==> src/rtl/latch_write_sched_pkg.sv <==
// Shared types for the latch write scheduler:
// sequencer states and requester identifiers.
package latch_write_sched_pkg;

  typedef enum logic [1:0] {
    IDLE  = 2'd0,
    SETUP = 2'd1,
    PULSE = 2'd2,
    HOLD  = 2'd3
  } state_t;

  typedef enum logic {
    REQ_A = 1'b0,
    REQ_B = 1'b1
  } who_t;

endpackage

==> src/rtl/latch_write_sched_if.sv <==
// Requester and latch-bank signals of the scheduler,
// slave = scheduler side, master = requesters/bank side.
interface latch_write_sched_if #(
  parameter int NREGS = 4,
  parameter int WIDTH = 8
);
  localparam int AW = $clog2(NREGS);

  logic             req_a;
  logic [AW-1:0]    addr_a;
  logic [WIDTH-1:0] data_a;
  logic             done_a;
  logic             req_b;
  logic [AW-1:0]    addr_b;
  logic [WIDTH-1:0] data_b;
  logic             done_b;
  logic [WIDTH-1:0] latch_d;
  logic [NREGS-1:0] latch_en;
  logic             busy;

  modport slave (
    input  req_a, addr_a, data_a,
    input  req_b, addr_b, data_b,
    output done_a, done_b,
    output latch_d, latch_en, busy
  );

  modport master (
    output req_a, addr_a, data_a,
    output req_b, addr_b, data_b,
    input  done_a, done_b,
    input  latch_d, latch_en, busy
  );
endinterface

==> src/rtl/latch_write_sched_rr_arb2.sv <==
// Two-way round-robin arbiter; rr_last remembers
// the last winner so a tie goes to the other side.
module rr_arb2
  import latch_write_sched_pkg::*;
(
  input  logic clk,
  input  logic rst,
  input  logic req_a,
  input  logic req_b,
  input  logic take,
  output logic gnt_a,
  output logic gnt_b
);
  who_t rr_last;

  assign gnt_a = req_a & (~req_b | (rr_last == REQ_B));
  assign gnt_b = req_b & (~req_a | (rr_last == REQ_A));

  always_ff @(posedge clk) begin
    if (rst) begin
      rr_last <= REQ_B;
    end else if (take & (gnt_a | gnt_b)) begin
      rr_last <= gnt_a ? REQ_A : REQ_B;
    end
  end
endmodule

==> src/rtl/latch_write_sched.sv <==
// Write sequencer for a pulse-enabled latch bank:
// setup, single enable pulse, hold, then done.
module latch_write_sched
  import latch_write_sched_pkg::*;
#(
  parameter int NREGS     = 4,
  parameter int WIDTH     = 8,
  parameter int SETUP_CYC = 1,
  parameter int HOLD_CYC  = 1
) (
  input logic clk,
  input logic rst,
  latch_write_sched_if.slave bus
);
  localparam int AW = $clog2(NREGS);
  localparam int MC = (SETUP_CYC > HOLD_CYC) ?
                      SETUP_CYC : HOLD_CYC;
  localparam int CW = $clog2(MC + 1);

  state_t           state;
  logic [CW-1:0]    cnt;
  logic [AW-1:0]    addr_q;
  who_t             who_q;
  logic [WIDTH-1:0] d_q;
  logic [NREGS-1:0] en_q;
  logic             done_a_q;
  logic             done_b_q;
  logic             busy_q;
  logic             take;
  logic             gnt_a;
  logic             gnt_b;

  assign take = (state == IDLE);

  rr_arb2 u_arb (
    .clk   (clk),
    .rst   (rst),
    .req_a (bus.req_a),
    .req_b (bus.req_b),
    .take  (take),
    .gnt_a (gnt_a),
    .gnt_b (gnt_b)
  );

  // done is registered, so it is raised on the edge
  // that enters the final hold cycle.
  always_ff @(posedge clk) begin
    if (rst) begin
      state    <= IDLE;
      cnt      <= '0;
      addr_q   <= '0;
      who_q    <= REQ_A;
      d_q      <= '0;
      en_q     <= '0;
      done_a_q <= 1'b0;
      done_b_q <= 1'b0;
      busy_q   <= 1'b0;
    end else begin
      en_q     <= '0;
      done_a_q <= 1'b0;
      done_b_q <= 1'b0;
      unique case (state)
        IDLE: begin
          if (gnt_a | gnt_b) begin
            state  <= SETUP;
            cnt    <= CW'(SETUP_CYC - 1);
            busy_q <= 1'b1;
            who_q  <= gnt_a ? REQ_A : REQ_B;
            addr_q <= gnt_a ? bus.addr_a : bus.addr_b;
            d_q    <= gnt_a ? bus.data_a : bus.data_b;
          end
        end
        SETUP: begin
          if (cnt == '0) begin
            state <= PULSE;
            en_q  <= NREGS'(1) << addr_q;
          end else begin
            cnt <= cnt - CW'(1);
          end
        end
        PULSE: begin
          state <= HOLD;
          cnt   <= CW'(HOLD_CYC - 1);
          if (HOLD_CYC == 1) begin
            done_a_q <= (who_q == REQ_A);
            done_b_q <= (who_q == REQ_B);
          end
        end
        HOLD: begin
          if (cnt == '0) begin
            state  <= IDLE;
            busy_q <= 1'b0;
          end else begin
            cnt <= cnt - CW'(1);
            if (cnt == CW'(1)) begin
              done_a_q <= (who_q == REQ_A);
              done_b_q <= (who_q == REQ_B);
            end
          end
        end
        default: state <= IDLE;
      endcase
    end
  end

  assign bus.latch_d  = d_q;
  assign bus.latch_en = en_q;
  assign bus.done_a   = done_a_q;
  assign bus.done_b   = done_b_q;
  assign bus.busy     = busy_q;
endmodule

==> src/flat_wrapper.sv <==
// flat-port wrapper written by rule: the top's interface ports become plain ports
module latch_write_sched_flat import latch_write_sched_pkg::*;
#(
  parameter int NREGS     = 4,
  parameter int WIDTH     = 8,
  parameter int SETUP_CYC = 1,
  parameter int HOLD_CYC  = 1
)
  (clk, rst, bus_req_a, bus_addr_a, bus_data_a, bus_req_b, bus_addr_b, bus_data_b, bus_done_a, bus_done_b, bus_latch_d, bus_latch_en, bus_busy);
  latch_write_sched_if #(.NREGS(NREGS), .WIDTH(WIDTH)) bus_i ();
  input logic clk;
  input logic rst;
  input wire logic [$bits(bus_i.req_a)-1:0] bus_req_a;
  input wire logic [$bits(bus_i.addr_a)-1:0] bus_addr_a;
  input wire logic [$bits(bus_i.data_a)-1:0] bus_data_a;
  input wire logic [$bits(bus_i.req_b)-1:0] bus_req_b;
  input wire logic [$bits(bus_i.addr_b)-1:0] bus_addr_b;
  input wire logic [$bits(bus_i.data_b)-1:0] bus_data_b;
  output wire logic [$bits(bus_i.done_a)-1:0] bus_done_a;
  output wire logic [$bits(bus_i.done_b)-1:0] bus_done_b;
  output wire logic [$bits(bus_i.latch_d)-1:0] bus_latch_d;
  output wire logic [$bits(bus_i.latch_en)-1:0] bus_latch_en;
  output wire logic [$bits(bus_i.busy)-1:0] bus_busy;
  assign bus_i.req_a = bus_req_a;
  assign bus_i.addr_a = bus_addr_a;
  assign bus_i.data_a = bus_data_a;
  assign bus_i.req_b = bus_req_b;
  assign bus_i.addr_b = bus_addr_b;
  assign bus_i.data_b = bus_data_b;
  assign bus_done_a = bus_i.done_a;
  assign bus_done_b = bus_i.done_b;
  assign bus_latch_d = bus_i.latch_d;
  assign bus_latch_en = bus_i.latch_en;
  assign bus_busy = bus_i.busy;
  latch_write_sched #(.NREGS(NREGS), .WIDTH(WIDTH), .SETUP_CYC(SETUP_CYC), .HOLD_CYC(HOLD_CYC)) u_core (.clk(clk), .rst(rst), .bus(bus_i));
endmodule
==> config.mk <==
export PLATFORM = sky130hd
export DESIGN_NAME = latch_write_sched_flat
export DESIGN_NICKNAME = d
export VERILOG_FILES = /design/src/rtl/latch_write_sched_pkg.sv /design/src/rtl/latch_write_sched_if.sv /design/src/rtl/latch_write_sched_rr_arb2.sv /design/src/rtl/latch_write_sched.sv /design/src/flat_wrapper.sv
export SDC_FILE = /design/constraint.sdc
export NUM_CORES = 1
export LEC_CHECK = 0
export BUFFER_PORTS_ARGS = -buffer_cell sky130_fd_sc_hd__buf_4
export CAP_MARGIN = 20
export CORE_AREA = 2 2 48 59
export DETAILED_ROUTE_END_ITERATION = 12
export DIE_AREA = 0 0 50 61
export PLACE_DENSITY_LB_ADDON = 0.3
export SYNTH_ARGS = -nofsm -noshare
export SYNTH_HDL_FRONTEND = slang
export SYNTH_SLANG_ARGS = --single-unit
export TNS_END_PERCENT = 5
==> constraint.sdc <==
create_clock -name clk -period 1.35 [get_ports clk]
set_input_delay 0.0675 -clock clk [delete_from_list [all_inputs] [get_ports clk]]
set_output_delay 0.0675 -clock clk [all_outputs]
set_load 0.01 [all_outputs]
Word level (Yosys, flattened, before mapping)
Index checks and enable logic that the tools add are counted.
{"block": "totals", "register_bits": 22, "output_inout_bits": 15, "elab_cells": 53}
{"block": "classes", "n_addsub": 1, "eq_ne": 6, "n_shift": 1, "n_mux": 17, "bitwise": 11, "reduce_logical": 7}
{"operator": "$mux 2", "n": 4}
{"operator": "$mux 8", "n": 1}
{"operator": "$pmux 2 s4", "n": 1}
{"operator": "$mux 1", "n": 7}
{"operator": "$pmux 1 s2", "n": 3}
{"operator": "$reduce_and 3->1", "n": 2}
{"operator": "$not 1->1", "n": 5}
{"operator": "$eq 2x2->1 const B", "n": 2}
{"operator": "$ne 2x2->1 const B", "n": 2}
{"operator": "$shl 1x2->4 const A", "n": 1}
{"operator": "$and 1x1->1", "n": 3}
{"operator": "$or 1x1->1", "n": 3}
{"operator": "$pmux 1 s3", "n": 1}
{"operator": "$reduce_or 3->1", "n": 1}
{"operator": "$eq 2x1->1 const B", "n": 1}
{"operator": "$logic_not 2->1", "n": 1}
{"operator": "$ne 2x1->1 const B", "n": 1}
{"operator": "$reduce_and 2->1", "n": 1}
{"operator": "$reduce_bool 2->1", "n": 1}
{"operator": "$reduce_or 2->1", "n": 1}
{"operator": "$sub 1x1->1 const B", "n": 1}

Logic depth before layout (Yosys ltp)
Gate-level depths: netlist (run 1).
{"block": "depth", "ltp_word": 6, "mapped_depth": 6, "depth_no_buf": 5}

By module
A second synthesis (run 1) with hierarchy kept.
{"block": "unflattened", "cells_unflattened": 90, "area_unflattened_um2": 979.7}
{"module": "latch_write_sched", "n_inst": 1, "cells_per_inst": 83, "area_each_um2": 918.4, "seq_area_each_um2": 400.4}
{"module": "rr_arb2", "n_inst": 1, "cells_per_inst": 7, "area_each_um2": 61.3, "seq_area_each_um2": 20.0}

Worst setup path before layout (run 1)
OpenSTA, ideal clock, no wires.
{"block": "synth_path", "path_kind": "reg2reg", "startpoint": "reg u_core.state[0]", "endpoint": "reg u_core.state[1]", "setup_time_ns": 0.114, "arrival_ns": 1.221, "required_time_ns": 1.236, "slack_ns": 0.014, "stages_incl_launch_ff": 6, "path_buffers": 0, "synth_period_minus_slack_ns": 1.336, "cell_sequence": "dfxtp_1 -> inv_1 -> ha_1 -> or3b_4 -> mux2i_1 -> nor2_1"}
{"block": "synth_via", "elab_chain_len": 3}
{"item": "start, declared", "line_no": "latch_write_sched.sv:20", "text": "state_t state;"}
{"item": "start signal, assigned", "line_no": "latch_write_sched.sv:49", "text": "state <= IDLE;"}
{"item": "start signal, assigned", "line_no": "latch_write_sched.sv:65", "text": "state <= SETUP;"}
{"item": "start signal, assigned", "line_no": "latch_write_sched.sv:75", "text": "state <= PULSE;"}
{"item": "$eq 2x2->1, or another cell as far along", "line_no": "latch_write_sched.sv:62", "text": "unique case (state)"}
{"item": "$ne 2x2->1 (no source line) / $ne 2x1->1 (equally long branches)"}
{"item": "$reduce_and 3->1 (no source line)"}
Parallel ways exist; a longest one is shown, timed or not.
A chain may end at the register's enable or synchronous reset.

Worst setup path in the final report (run 1)
{"block": "layout_path", "startpoint": "reg u_core.state[1]", "endpoint": "reg u_core.state[1]"}
The elaborated chain is that of the path after synthesis.

==> metrics.md, run 1 <==
| Metric | Value |
|---|---|
| List of most frequent post-synthesis cells | `dfxtp_1 (21), nor2_1 (15), nand3_1 (10), o21ai_1 (10), a311oi_2 (9)` |
| Pwr dens | `approximately 1800 nW/um^2` |
| Worst-margin pin slew | `321 ps` |
| RSZ-0062 raised after global routing | `no` |
| Cts hold-fix bufs | `0` |
| Detail Placement HPWL | `1620 microns` |
| Clock Path Buffers | `2` |
| Post-synthesis sequential area ratio | `0.411` |
| Worst EP arrival | `1470 ps` |
| R2R Path Start | `u_core.state[1]` |
| Min-delay src | `bus_data_b[1]` |
| Ys Warns | `0` |
| Buffers on Ports | `38` |
| Die W | `around 50 microns` |
| CP bufs+invs | `1` |
| Tcrit/Tclk final | `0.949` |
| Clock sinks | `21` |
| Cell Chain, Critical Path | `inv_2 > ha_4 > or3b_4 > mux2i_1 > nor2_1` |
| Count leader, synth | `dfxtp_1` |
| CORE AREA | `2480 sq um` |
| DRC | `0` |
| First-pass GRT wire length | `3580 microns` |
| Largest net degree at the start of global routing | `22` |
| R2R Path End | `u_core.state[1]` |
| Tot GR Track Use | `0.151` |
| Setup bufs post-CTS | `0` |
| Critical path class | `reg2reg` |
| Hold_ws | `between 50 and 60 ps` |
| Placed instance count | `around 170` |
| Clk_skew | `between 2 and 3 ps` |
| Grt met2 use | `0.291` |
| Area of the multi-input gates | `about 540 sq um` |
| Synth async-reset ratio | `0` |
| ANT nets after route | `0` |
| Clk slew on worst S/H paths | `between 100 and 150 ps` |
| Worst rel slew slack | `0.786` |
| Primary FF master, synth | `dfxtp_1` |
| ANT cells | `0` |
| Leak | `0.610 nW` |
| Highest ir drop seen on vdd | `between 900 and 1000 uV` |
| Share of the synthesized area in the top cell type | `0.411` |
| Required time of the worst setup path | `1540 ps` |
| Crit path depth | `5` |
| H-tree lvl count | `1` |
| Slew Viols, Final | `0` |
| End of the worst hold path | `u_core.bus.latch_d[1]` |
| Syn_area_per_cell | `slightly above 10 sq um` |
| Vias in the first global route | `roughly 850` |
| CP Launch Type | `flip-flop` |
| Slowest cell on crit path | `or3b_4` |
| Routed len/inst | `approximately 12 microns` |
| Busiest grt layer | `met2` |
| Initial antenna violation count | `0` |
| Worst Hold Depth | `3` |
| Area delta synth->final | `36.7%` |
| Sequential Area | `around 420 sq um` |
| Setup TNS | `0 ps` |
| EDFF count, synth | `0` |
| Max stage delay on crit path | `around 400 ps` |
| Period minus WS final | `about 1300 ps` |
| Final core occ | `0.564` |
| Fmax | `roughly 780 MHz` |
| Ports | `39` |
| Clock latency on the worst-skew pair | `~290 ps` |
| Iteration-0 DRC Markers | `18` |
| Cts bufs inserted | `3` |
| Via count of the routed design | `between 800 and 900` |
| Largest delay share family, worst path | `simple AND/OR/NAND/NOR gates` |
| Share of cells above drive strength 1 | `0.469` |
| TritonCTS clock tree | `done` |
| Number of max-cap violations | `0` |
| Final setup viols | `0` |
| CP Capture Type | `flip-flop` |
| Synth cell types | `27` |
| CP max FO | `4` |
| DRT Wirelength | `between 2000 and 2500 microns` |
| Final Hold Viols | `0` |
| Root Buffer | `clkbuf_4` |
| Die Y | `61 microns` |
| Total Die Area | `roughly 3100 sq um` |
| Gpl congestion | `0.724` |
| NumNets Final | `about 170` |
| Met3 GRT Util | `0.0246` |
| Starting Density | `0.413` |
| Worst Hold Class | `in2reg` |
| R2R cell count | `5` |
| Seq cells post-synth | `21` |
| Status | `finished clean` |
| Routed vias/inst | `5.05` |
| Layout Cells excl Fill | `approximately 180` |
| Cells after Synth | `100` |
| Met1 Resource Use GR | `0.170` |
| GR Overflow Total | `0` |
| Mapped Area | `1020 sq um` |
| Flop-to-flop setup slack | `about 69 ps` |
| Syn nets | `around 130` |
| Row cnt | `20` |
| Initial DRT Pass Iterations | `3` |
| Top post-synthesis cells by area | `dfxtp_1 (41%), a311oi_2 (13%), ha_1 (6.1%), nor2_1 (5.5%), nand3_1 (4.9%)` |
| Fillers | `roughly 220` |
| Post-synth top area cell | `dfxtp_1` |
[registers in the layout (all words and copies together), names as in the netlist, 2 cells and up]
| register | cells |
|---|---|
| u_core.bus.latch_en | 4 |
| u_core.state | 2 |
| u_core.addr_q | 2 |
| u_core.bus.latch_d | 8 |
[what timing repair did]
item / CTS / global route
endpoints found under the hold margin: 0 / 0
endpoints found under the setup margin: 0 / 12
resized for setup: 0 / 5
[worst min-delay path: cells and delay by family]
kind                   cells  cell delay [ps]
AO/OA/AOI/OAI              2              150
buffers and inverters      1              100
[placed cells by master, fill, tap and decap left out, types with 2 or more instances in the layout]
master / count
ha_1: 4
clkbuf_4: 3
o21ai_1: 10
a311oi_2: 9
nand3_1: 10
buf_4: 45
nor2_1: 15
nand2_1: 3
nor4bb_1: 2
inv_2: 2
dfxtp_1: 21
a211oi_2: 2
[how the worst max path moves through the flow]
stage / from / to / slack (ps)
finish: u_core.state[1] / u_core.state[1] / 70
global route: u_core.state[1] / u_core.state[1] / 20
CTS: u_core.state[0] / u_core.bus.latch_d[1] / 20
detailed placement: u_core.state[0] / u_core.state[1] / 50
global placement: u_core.state[1] / u_core.state[1] / 60
floorplan: u_core.state[0] / u_core.state[1] / 10
[routing by layer]
layer  wire [microns]  up-vias  part of all wire
met1              904      408              0.41
met5                0        -                 0
met4               12        0            0.0055
met3               94        2             0.043
li1                 -      456                 -
met2             1180       23              0.54
[stage by stage]
stage | total power [mW] | cell area (sq um) | setup WS [ps]
finish | 2.55 | 1400 | 69.3
global placement | 2.16 | 1350 | 63.2
global route | 2.75 | 1400 | 18.8
detailed placement | 2.20 | 1350 | 45.8
CTS | 2.51 | 1380 | 20.5
floorplan | 1.73 | 1020 | 14.1
[area by class of cell]
type,count,area share
multi-input combinational,69,0.386
sequential,21,0.301
timing repair buffer,46,0.256
tap,33,0.0295
clock buffer,3,0.0161
inverter,3,0.00806
clock inverter,1,0.00358
[power breakdown]
part	switching, mW	internal, mW	total (mW)
clock	0.188	0.110	0.298
sequential	0.123	0.808	0.931
combinational	0.610	0.707	1.32
total	0.921	1.63	2.55
[kinds of logic after synthesis]
kind of cell / Yosys count / synth area share
AO/OA/AOI/OAI: 25 / 0.240
flip-flops: 21 / 0.411
adder cells (fa/ha/maj): 5 / 0.0612
buffers and inverters: 10 / 0.0796
multiplexers: 1 / 0.00979
AND/OR/NAND/NOR: 38 / 0.198
Power figures use the tool's default switching activity.
==> run 2, diff against run 1 <==
- CELL_PAD_IN_SITES_DETAIL_PLACEMENT: default -> 1
- CELL_PAD_IN_SITES_GLOBAL_PLACEMENT: default -> 1
- CORE_AREA: 2 2 48 59 -> 2 2 55 67
- DIE_AREA: 0 0 50 61 -> 0 0 57 69
==> run 2 against run 1 <==
Total power rose by 11%. Via count is 8.1% higher. Combinational power up 13%. Sequential share of layout area decreased by 1.1 points. Register-to-register slack got worse by 40 ps. Sequential power about the same. Global-route usage down 0.22 points. Clock power rose by 37%. Sequential cell count unchanged. Highest routed layer unchanged.
==> metrics.md, run 2 (synthesis results as in run 1) <==
| Metric | Value |
|---|---|
| Status | `finished clean` |
| Die Y | `around 69 microns` |
| Final setup viols | `0` |
| Clk_skew | `around 0.93 ps` |
| Area post-placement | `between 1000 and 1500 sq um` |
| Most common cell after layout, fill and taps aside | `buf_4` |
| Slowest cell on crit path | `or3b_4` |
| Tot GR Track Use | `0.149` |
| Worst EP arrival | `1490 ps` |
| Largest delay share family, worst path | `simple AND/OR/NAND/NOR gates` |
| Area delta synth->final | `42.2%` |
| Final instance area | `1450 sq um` |
| Row cnt | `23` |
| Routed vias/inst | `about 5.3` |
| Total power | `2.83 mW` |
| Worst rel slew slack | `0.768` |
| RSZ-0062 raised after global routing | `no` |
| Root Buffer | `clkbuf_8` |
| Critical path class | `reg2reg` |
| Cts bufs inserted | `3` |
| Most frequent cells in the layout | `buf_4 (46), dfxtp_1 (20), nor2_1 (15)` |
| Gpl congestion | `roughly 0.66` |
| H-tree lvl count | `1` |
| Clock sinks | `21` |
| ANT nets after route | `0` |
| ANT cells | `0` |
| Ports | `39` |
| Required time of the worst setup path | `1520 ps` |
| Max reg flops | `8` |
| CP bufs+invs | `1` |
| Largest net degree at the start of global routing | `22` |
| Worst-margin pin slew | `around 350 ps` |
| Cts hold-fix bufs | `0` |
| Clock Path Buffers | `2` |
| DRT Wirelength | `~3000 microns` |
| GR Overflow Total | `0` |
| Highest ir drop seen on vdd | `~830 uV` |
| Tcrit/Tclk final | `0.978` |
| Pwr dens | `between 1500 and 2000 nW/um^2` |
| Fmax | `approximately 760 MHz` |
| Initial DRT Pass Iterations | `4` |
| Iteration-0 DRC Markers | `22` |
| Initial antenna violation count | `0` |
| Max stage delay on crit path | `between 400 and 500 ps` |
| CP Capture Type | `flip-flop` |
| Vias in the first global route | `between 1000 and 1500` |
| TritonCTS clock tree | `done` |
| Period minus WS final | `about 1300 ps` |
| Hold_ws | `~110 ps` |
| Number of max-cap violations | `0` |
| DRC | `0` |
| Placed instance count | `~180` |
| Layout Cells excl Fill | `roughly 180` |
| Clk slew on worst S/H paths | `about 80 ps` |
| Worst Hold Class | `in2reg` |
| Leak | `~0.63 nW` |
| CP max FO | `4` |
| Starting Density | `0.312` |
| First-pass GRT wire length | `approximately 4700 microns` |
| Via count of the routed design | `around 960` |
| CORE AREA | `~3300 sq um` |
| Clock latency on the worst-skew pair | `approximately 250 ps` |
| Die W | `57 microns` |
| Routed len/inst | `about 16 microns` |
| Final Hold Viols | `0` |
| Slew Viols, Final | `0` |
| Share of cells above drive strength 1 | `0.476` |
| Cell Chain, Critical Path | `inv_2 > ha_4 > or3b_4 > a211oi_2` |
| Buffers on Ports | `38` |
| CP Launch Type | `flip-flop` |
| Detail Placement HPWL | `about 2100 microns` |
| NumNets Final | `about 180` |
| Total Die Area | `approximately 3900 sq um` |
## run 2: tightest hold or removal path: stages
cell,delay [ps]
buf_4,110
o21ai_1,70
a311oi_1,80
## run 2: power breakdown
group | switching, mW | internal, mW | total [mW] | leakage (nW)
clock network | 0.199 | 0.210 | 0.409 | 0.0228
logic | 0.700 | 0.791 | 1.49 | 0.435
registers | 0.123 | 0.812 | 0.934 | 0.173
total | 1.02 | 1.81 | 2.83 | 0.631
## run 2: through the flow
stage | setup WS, ps | setup TNS, ps | util
after floorplan | 14.1 | 0 | -
after global placement | 84.1 | 0 | 0.416
after detailed placement | -32.5 | -36.5 | 0.416
after CTS | 39.5 | 0 | 0.433
after global routing | 1.71 | 0 | 0.443
final | 29.9 | 0 | 0.443
## run 2: what timing repair did
item                       4_1_cts  5_1_grt
resized for setup                4        2
setup endpoints to repair        8        4
pin swaps                        1        1
buffers inserted                 0        0
cloned                           0        1
## run 2: cell type report
cell class / count / area (sq um)
Clock buffer: 4 / 45.0
Fill cell: 384 / 1830
Inverter: 3 / 11.3
Multi-Input combinational cell: 69 / 539
Sequential cell: 21 / 422
Tap cell: 37 / 46.3
Timing Repair Buffer: 48 / 390
## run 2: per-layer routing
metal,part of all wire,wire length (microns),track usage,up-vias
li1,-,-,-,457
met1,0.39,1150,0.166,476
met2,0.56,1660,0.280,24
met3,0.037,108,0.0188,4
met4,0.013,37,0.0543,0
met5,0,0,0,-
## run 2: worst paths after layout
| check | slack, ps | from | cells after the start | endpoint |
|---|---|---|---|---|
| setup / recovery | 30 | u_core.state[0] | 4 | u_core.bus.busy |
| hold reg to reg | 480 | u_core.who_q | 1 | u_core.bus.done_a |
| setup reg to reg | 30 | u_core.state[0] | 4 | u_core.bus.busy |
| hold / removal | 110 | bus_data_b[1] | 3 | u_core.bus.latch_d[1] |
==> run 3, diff against run 2 <==
- CORE_AREA: 2 2 55 67 -> 2 2 43 85
- CTS_CLUSTER_SIZE: default -> 12
- DIE_AREA: 0 0 57 69 -> 0 0 45 87
==> run 3 against run 2 <==
Via count decreased by 6.6%. Critical endpoint is now u_core.state[1]. Core utilization decreased by 1.7 points. Final cell count decreased by 3.8%. Sequential share of layout area increased by 0.84 points.
==> metrics.md, run 3 (synthesis results as in run 1) <==
| Metric | Value |
|---|---|
| Status | `finished clean` |
| Clock sinks | `21` |
| NumNets Final | `173` |
| Vias in the first global route | `approximately 900` |
| Gpl congestion | `between 0.7 and 0.8` |
| RSZ-0062 raised after global routing | `no` |
| Required time of the worst setup path | `between 1000 and 1500 ps` |
| Area post-placement | `approximately 1400 sq um` |
| Max reg flops | `8` |
| TritonCTS clock tree | `done` |
| Detail Placement HPWL | `1740 microns` |
| Seq pwr share | `0.353` |
| Leak | `~0.62 nW` |
| Routed vias/inst | `roughly 5` |
| Logic pwr share | `0.497` |
| Flop-to-flop setup slack | `70 ps` |
| Worst Hold Depth | `3` |
| Starting Density | `0.309` |
| H-tree lvl count | `1` |
| R2R cell count | `5` |
| Initial DRT Pass Iterations | `3` |
| Sw Share | `0.353` |
| Period minus WS final | `around 1300 ps` |
| Number of max-cap violations | `0` |
| Area delta synth->final | `37.8%` |
| Min-delay src | `bus_data_b[1]` |
| DRT Wirelength | `about 2400 microns` |
| Final setup viols | `0` |
| Power Internal | `roughly 1.7 mW` |
| First-pass GRT wire length | `~4000 microns` |
| Final Hold Viols | `0` |
| End of the worst hold path | `u_core.bus.latch_d[1]` |
| Sequential Area | `420 sq um` |
| R2R Path End | `u_core.state[1]` |
| Initial antenna violation count | `0` |
| Most frequent cells in the layout | `buf_4 (45), dfxtp_1 (21), nor2_1 (15)` |
| Setup TNS | `0 ps` |
| ANT nets after route | `0` |
| CP Capture Type | `flip-flop` |
| Tot GR Track Use | `0.138` |
| Worst Hold Class | `in2reg` |
| Worst rel slew slack | `0.780` |
| R2R Path Start | `u_core.state[0]` |
| Fillers | `between 300 and 400` |
| Total power | `between 2 and 3 mW` |
| Clk slew on worst S/H paths | `70 ps` |
| Busiest grt layer | `met2` |
| Ports | `39` |
| Met3 GRT Util | `0.0207` |
| Iteration-0 DRC Markers | `13` |
| Slew Viols, Final | `0` |
| Clock latency on the worst-skew pair | `250 ps` |
| Die W | `around 45 microns` |
| Critical path class | `reg2reg` |
| Psw | `~0.93 mW` |
| Most common cell after layout, fill and taps aside | `buf_4` |
| CORE AREA | `3300 sq um` |
| Cts bufs inserted | `3` |
| Total Die Area | `approximately 3900 sq um` |
| Clock Path Buffers | `2` |
| Area of the multi-input gates | `533 sq um` |
| Worst-margin pin slew | `approximately 330 ps` |
| Fmax | `779 MHz` |
| CP max FO | `4` |
| ANT cells | `0` |
| Clk_skew | `about 2.9 ps` |
| Clock network fraction of total power | `0.150` |
| Pwr dens | `between 1500 and 2000 nW/um^2` |
| Via count of the routed design | `approximately 900` |
| Cts hold-fix bufs | `0` |
| Tcrit/Tclk final | `0.951` |
| Root Buffer | `clkbuf_8` |
| Final instance area | `1410 sq um` |
| Share of cells above drive strength 1 | `0.469` |
| Worst EP arrival | `around 1400 ps` |
| Met1 Resource Use GR | `0.161` |
| Largest net degree at the start of global routing | `22` |
| Row cnt | `30` |
| CP Launch Type | `flip-flop` |
| Highest ir drop seen on vdd | `just under 900 uV` |
| Buffers on Ports | `38` |
| DRC | `0` |
| Grt met2 use | `0.231` |
| Routed len/inst | `13.6 microns` |
| Die Y | `just under 90 microns` |
| GR Overflow Total | `0` |
==> run 3: changes by cell type in the layout (fill, tap and decap cells not counted) <==
cell	delta
clkbuf_1	-1
clkbuf_16	-1
dfxtp_2	-1
clkinv_2	+1
dfxtp_1	+1
o21a_2	+1
o21a_4	-1
buf_4	-1
==> run 3: power groups by stage <==
| stage | Clock, mW | Sequential (mW) | Combinational [mW] |
|---|---|---|---|
| finish | 0.394 | 0.927 | 1.31 |
| floorplan | 0 | 0.986 | 0.749 |
| CTS | 0.410 | 0.929 | 1.30 |
| detailed placement | 0 | 0.942 | 1.29 |
| global placement | 0 | 0.937 | 1.25 |
| global route | 0.434 | 0.955 | 1.46 |
==> run 3: stage by stage <==
stage	hold WS, ps	util	cells	setup WS [ps]
global route	116	0.427	175	3.61
CTS	104	0.423	175	2.38
floorplan	145	-	100	14.1
detailed placement	376	0.409	171	7.71
global placement	363	0.409	171	70.2
finish	102	0.427	175	66.6
==> run 3: worst max path at each step <==
stage	to	startpoint	slack (ps)	cells past startpoint
after global placement	u_core.state[1]	u_core.state[0]	70	5
after CTS	u_core.state[1]	u_core.state[1]	2	5
after global routing	u_core.state[1]	u_core.state[1]	4	5
after floorplan	u_core.state[1]	u_core.state[0]	10	5
final	u_core.state[1]	u_core.state[0]	70	5
after detailed placement	u_core.state[1]	u_core.state[1]	8	5
==> run 3: area by class of cell <==
class / count / share of cell area
clock buffer: 3 / 0.0293
inverter: 3 / 0.00799
sequential: 21 / 0.298
tap: 32 / 0.0284
multi-input combinational: 69 / 0.378
timing repair buffer: 46 / 0.254
clock inverter: 1 / 0.00355
==> run 3: layer usage <==
metal | part of all wire | vias up | wire [microns]
met1 | 0.41 | 418 | 972
met4 | 0.016 | 0 | 38
li1 | - | 451 | -
met3 | 0.063 | 2 | 150
met2 | 0.51 | 27 | 1220
met5 | 0 | - | 0
==> run 3: critical path, cell delays in order (launching register included) <==
cell,delay [ps]
dfxtp_1,320
inv_2,80
ha_4,140
or3b_4,410
mux2i_1,160
nor2_1,50
==> run 3: timing repair <==
action | in CTS | in global routing
endpoints found under the hold margin | 0 | 0
pin swaps | 0 | 0
buffers inserted | 0 | 0
resized for setup | 1 | 3
endpoints found under the setup margin | 1 | 13
